`src/rtl/mem_bus_arbiter.sv`:
```
// mem_bus_arbiter: round-robin two-requester arbiter sequencing one memory access with wait states
module mem_bus_arbiter #(
  parameter int WAIT_STATES = 1
) (
  input  logic        clk_in,
  input  logic        reset,
  input  logic        cpu_req,
  input  logic        cpu_we,
  input  logic [15:0] cpu_addr,
  input  logic [7:0]  cpu_wdata,
  output logic        cpu_ack,
  output logic [7:0]  cpu_rdata,
  input  logic        dma_req,
  input  logic        dma_we,
  input  logic [15:0] dma_addr,
  input  logic [7:0]  dma_wdata,
  output logic        dma_ack,
  output logic [7:0]  dma_rdata,
  output logic [15:0] mem_addr,
  output logic [7:0]  mem_wdata,
  input  logic [7:0]  mem_rdata,
  output logic        mem_read,
  output logic        mem_write,
  output logic        mem_enable,
  output logic        busy,
  output logic        owner
);
  typedef enum logic [1:0] {IDLE, ACCESS, DONE} state_t;
  state_t state, state_n;
  logic [3:0] cnt;
  logic we_l, last_owner, grant_dma, start, owner_n, we_n;
  // Arbitration and next state; outputs are registered from these next values
  always_comb begin
    grant_dma = dma_req & (~cpu_req | ~last_owner);
    start = (state == IDLE) & (cpu_req | dma_req);
    owner_n = start ? grant_dma : owner;
    we_n = start ? (grant_dma ? dma_we : cpu_we) : we_l;
    state_n = start ? ACCESS : (state == ACCESS) ? ((cnt == 4'd0) ? DONE : ACCESS) : IDLE;
  end
  // State, latched request, registered bus strobes, acks and read data
  always_ff @(posedge clk_in) begin
    if (reset) begin
      state <= IDLE;
      cnt <= 4'd0;
      we_l <= 1'b0;
      owner <= 1'b0;
      last_owner <= 1'b1;
      mem_addr <= 16'h0000;
      mem_wdata <= 8'h00;
      mem_enable <= 1'b0;
      mem_read <= 1'b0;
      mem_write <= 1'b0;
      busy <= 1'b0;
      cpu_ack <= 1'b0;
      dma_ack <= 1'b0;
      cpu_rdata <= 8'h00;
      dma_rdata <= 8'h00;
    end else begin
      state <= state_n;
      owner <= owner_n;
      we_l <= we_n;
      cnt <= (state == ACCESS) ? cnt - 4'd1 : 4'(WAIT_STATES);
      if (start) begin
        mem_addr <= grant_dma ? dma_addr : cpu_addr;
        mem_wdata <= grant_dma ? dma_wdata : cpu_wdata;
      end
      mem_enable <= state_n == ACCESS;
      mem_read <= (state_n == ACCESS) & ~we_n;
      mem_write <= (state_n == ACCESS) & we_n;
      busy <= state_n != IDLE;
      cpu_ack <= (state_n == DONE) & ~owner_n;
      dma_ack <= (state_n == DONE) & owner_n;
      if (state == ACCESS && cnt == 4'd0 && !we_l) begin
        if (owner) dma_rdata <= mem_rdata;
        else cpu_rdata <= mem_rdata;
      end
      if (state == DONE) last_owner <= owner;
    end
  end
endmodule

```
`config.mk`:
```
export PLATFORM = sky130hd
export DESIGN_NAME = mem_bus_arbiter
export DESIGN_NICKNAME = d
export VERILOG_FILES = /design/src/rtl/mem_bus_arbiter.sv
export SDC_FILE = /design/constraint.sdc
export NUM_CORES = 1
export LEC_CHECK = 0
export BUFFER_PORTS_ARGS = -buffer_cell sky130_fd_sc_hd__buf_4
export CAP_MARGIN = 20
export CORE_ASPECT_RATIO = 1.4
export CORE_UTILIZATION = 49
export CTS_CLUSTER_SIZE = 24
export DETAILED_ROUTE_END_ITERATION = 8
export PLACE_DENSITY = 0.84
export SLEW_MARGIN = 5
export SYNTH_ARGS = -nofsm -noshare
export SYNTH_HDL_FRONTEND = slang
export SYNTH_SLANG_ARGS = --single-unit
```
`constraint.sdc`:
```
create_clock -name clk_in -period 5.4 [get_ports clk_in]
set_input_delay 0.81 -clock clk_in [delete_from_list [all_inputs] [get_ports clk_in]]
set_output_delay 0.81 -clock clk_in [all_outputs]
set_load 0.05 [all_outputs]
```
Word-level counts from Yosys, hierarchy flattened
Cells that the tools add are included.
{"block": "word_totals", "input_bits": 62, "output_inout_bits": 47, "wordCells": 53, "ff_bits": 55}
{"block": "classes", "n_bitwise": 14, "addsub": 1, "n_eq_ne": 4, "muxes": 9, "reduce_logical": 9}
{"cell": "16-bit two-way mux", "count": 1}
{"cell": "8-bit two-way mux", "count": 1}
{"cell": "1-bit AND", "count": 6}
{"cell": "2-bit two-way mux", "count": 3}
{"cell": "1-bit inverter", "count": 6}
{"cell": "2-bit by 1-bit == test with 1-bit output, second input constant", "count": 2}
{"cell": "2-bit == test, second input constant", "count": 2}
{"cell": "4-bit zero test", "count": 1}
{"cell": "1-bit two-way mux", "count": 4}
{"cell": "2-bit AND reduction", "count": 2}
{"cell": "4-bit by 1-bit subtractor with 4-bit output, second input constant", "count": 1}
{"cell": "1-bit logical AND", "count": 2}
{"cell": "2-bit zero test", "count": 1}
{"cell": "1-bit OR", "count": 2}
{"cell": "2-bit nonzero test", "count": 1}
{"cell": "2-bit OR reduction", "count": 1}
{"cell": "1-bit zero test", "count": 1}

Logic depth before layout (Yosys ltp)
{"block": "logic_depth", "word_depth": 7, "ltp_mapped": 6, "depth_no_buf": 6}

Least setup slack after synthesis
Ideal clock, no wire load.
{"block": "synth_path", "kind": "in2reg", "from": "in dma_req", "to": "reg mem_addr[0]", "slack_ns": 3.523, "t_required_ns": 5.309, "arrival_time_ns": 1.786, "setup_ns": 0.091, "path_buffers": 1, "path_stages": 4, "path_cell_list": "a21boi_1 > clkbuf_1 > nand2_1 > a311oi_1"}
{"block": "synth_between", "elab_chain_len": 2, "word_cells_on_any_way": 4, "cone_classes": "1 x mux; 3 x bitwise"}
{"element": "from (decl)", "line_no": "13", "source": "input logic dma_req,"}
{"element": "1-bit AND or 1-bit OR (tied branches)", "line_no": "34, 35"}
{"element": "16-bit two-way mux or 1-bit AND (tied branches)", "line_no": "64, 35"}
{"element": "to (signal assigned)", "line_no": "64", "source": "mem_addr <= grant_dma ? dma_addr : cpu_addr;"}
{"element": "to (decl)", "line_no": "19", "source": "output logic [15:0] mem_addr,"}
Several ways; a longest one is shown, not always the timed one.
A chain may end at the register's enable or synchronous reset.

==> results.ini <==
[outcome]
status=finished, final reports clean

[sta]
slew_headroom_pct=30.08
setup_viol=0
fin_ws_ns=3.480
finalCriticalPeriod_ns=1.920
setup_tns_ns=0
hold_viol=0
drv_slew=0
period_share_pct=35.56
worst_slew_pin_slew_ns=1.048
max_freq_mhz=520.7
rsz0062_at_grt=no
clock_skew_ns=0.005365

[floorplan]
fp.dieArea_mm2=0.004959
io_pins=109
fp.dieH_um=82.93
rows=29
initial_core_util_pct=50.95
fp.dieW_um=59.81
fp.coreArea_mm2=0.004499

[clocking]
h-tree-depth=2
clkTransAtPathRegs_ns=0.09
post_cts_buffers=0
cts_resized=0
clk_latency_ns=0.30
cts_tree=done
cts_buffers=5
cts_buffer_depth=2
cts_hold_buf=0
clkSinkCount=55
cts_root_buf=clkbuf_8

[grt]
gr-max-usage-layer=met2
antenna_found_initial=0
use_met1_pct=25.33
grt_pass1_vias=2149
grt_usage_pct=24.00
grt_use_met2_pct=41.21
grt_start_max_net_pins=31
overflow=0
grt_use_met3_pct=8.255
grt_pass1_wl_um=9211

[detailed_routing]
routed_wl_um=5742
route.antenna.remaining_nets=0
wire_per_inst_um=13.70
vias_per_cell=5.315
drc=0
drt_iter0_drc=70
dr.pass1.iters=4
vias=2227

[place]
numPortBuffers=108
dp_slack_ns=2.835
gp_congestion=0.8301
place_hpwl_um=4169

[yosys]
async_flop_share_pct=0
yosysSeqAreaShare_pct=48.03
synth-xor-area-share_pct=0.7642
syn_area_per_cell_um2=8.884
synth-compound-area-share_pct=17.90
synthMuxAreaShare_pct=7.478
yosys.area_share.adder_pct=1.092
synth_top_family_by_area=simple AND/OR/NAND/NOR gates
netlist_area_mm2=0.002292
yosys_warnings=0
synth_nets=322
synth_edf_count=0
yosys.area_share.simple_pct=19.98
ys_ff_latch=55
synthCells=258
ys.flop_type=dfxtp_1
synth_cell_types=32

[critical_path]
reg2reg_setup_slack_ns=3.56
crit_arrival_ns=2.11
cp_max_fo=30
path_class=in -> reg
required_ns=5.59
end_kind=flip-flop
startpoint_type=primary input

[layout]
antenna_cells=0
fin_nets=420
register_area_mm2=0.001101
fill_cells=377
final_layout_size_suffix_gt1_share_pct=36.13
area_growth_syn_to_layout_pct=41.38
multi_input_area_mm2=0.001089

[job]
drv_cap=0

[power_and_ir_drop]
leakage_uw=0.001487
irDropWorstVdd_mv=0.2056
p_per_area_mw_per_mm2=361.0

[hold_path]
min_path_type=reg -> reg

-- worst max-delay path, cell delays in order --
cell and delay [ns]:
buf_4 0.29, clkinv_1 0.61, nand2_1 0.29, mux2i_1 0.10
-- path summary, 6_finish.rpt --
| check | start | to | cells after the start |
|---|---|---|---|
| setup reg to reg | cnt[0] | cpu_rdata[5] | 5 |
| hold / removal | dma_rdata[5] | dma_rdata[5] | 2 |
| hold reg to reg | dma_rdata[5] | dma_rdata[5] | 2 |
| setup / recovery | reset | cpu_rdata[7] | 4 |
-- synth_stat cells (2+ instances only) --
master / count / area, um^2
or2_2: 2 / 12.51
or4_4: 2 / 22.52
inv_1: 5 / 18.77
nand2b_1: 2 / 12.51
a21oi_1: 26 / 130.1
ha_1: 2 / 25.02
mux2i_1: 16 / 160.2
xnor2_1: 2 / 17.52
nor4_4: 2 / 42.54
nor3_1: 4 / 20.02
o21a_1: 2 / 15.01
a311oi_1: 24 / 210.2
clkbuf_1: 17 / 63.81
nand2_1: 73 / 274.0
nor2_1: 7 / 26.28
dfxtp_1: 55 / 1101
buf_6: 2 / 22.52
-- sequential cells by signal, summed over array words and instances (netlist names) --
register,cells
state,2
mem_read,1
cpu_ack,1
mem_wdata,8
last_owner,1
dma_rdata,8
mem_enable,1
mem_addr,16
owner,1
mem_write,1
dma_ack,1
busy,1
we_l,1
cpu_rdata,8
cnt,4
-- cell type report --
class,instances,area share (%)
multi-input cells,178,33.59
clock inverters,2,1.081
repair buffers,110,25.71
clock buffers,6,2.548
well taps,62,2.394
inverters,6,0.6950
flip-flops and latches,55,33.98
-- power breakdown --
group          internal, uW  total [uW]  switching (uW)  leakage, uW
Combinational           142         405             263     0.000973
Clock                   150         279             129    0.0000612
Sequential              454         486            31.6     0.000452
-- per-layer routing --
metal,vias to the layer above,part of all wire [%]
met3,11,8.8
met1,1015,39
li1,1096,-
met5,-,0
met2,105,50
met4,0,2.0
-- layout by cell type, fill, tap and decap left out, drive strengths merged, types with 2 or more instances in the layout --
cell type and instances:
nand2b 2, a21boi 2, buf 110, mux2i 16, nand2 73, o21a 2
inv 5, nor4 2, xnor2 2, nor2 7, clkbuf 6, dfxtp 55
a21oi 26, or4 2, ha 2, nor3 4, or3b 2, or2 2
a311oi 24, clkinv 2
-- logic make-up after synthesis --
kind of cell             Yosys count
AO/OA/AOI/OAI                     59
flip-flops                        55
XOR/XNOR                           2
multiplexers                      17
AND/OR/NAND/NOR                   98
buffers and inverters             25
adder cells (fa/ha/maj)            2
-- metrics by stage --
stage / instance area, um^2 / util (%) / total power [uW] / std cells / hold WS (ns)
after CTS: 3226 / 71.69 / 1175 / 418 / 0.4664
after floorplan: 2292 / - / 768.5 / 258 / 0.4764
after global routing: 3241 / 72.02 / 1224 / 419 / 0.4901
after detailed placement: 3108 / 69.08 / 899.4 / 410 / 0.4539
final: 3241 / 72.02 / 1170 / 419 / 0.4667
after global placement: 3108 / 69.08 / 893.2 / 410 / 0.4446
No activity file was read; power rests on OpenSTA's default activity.
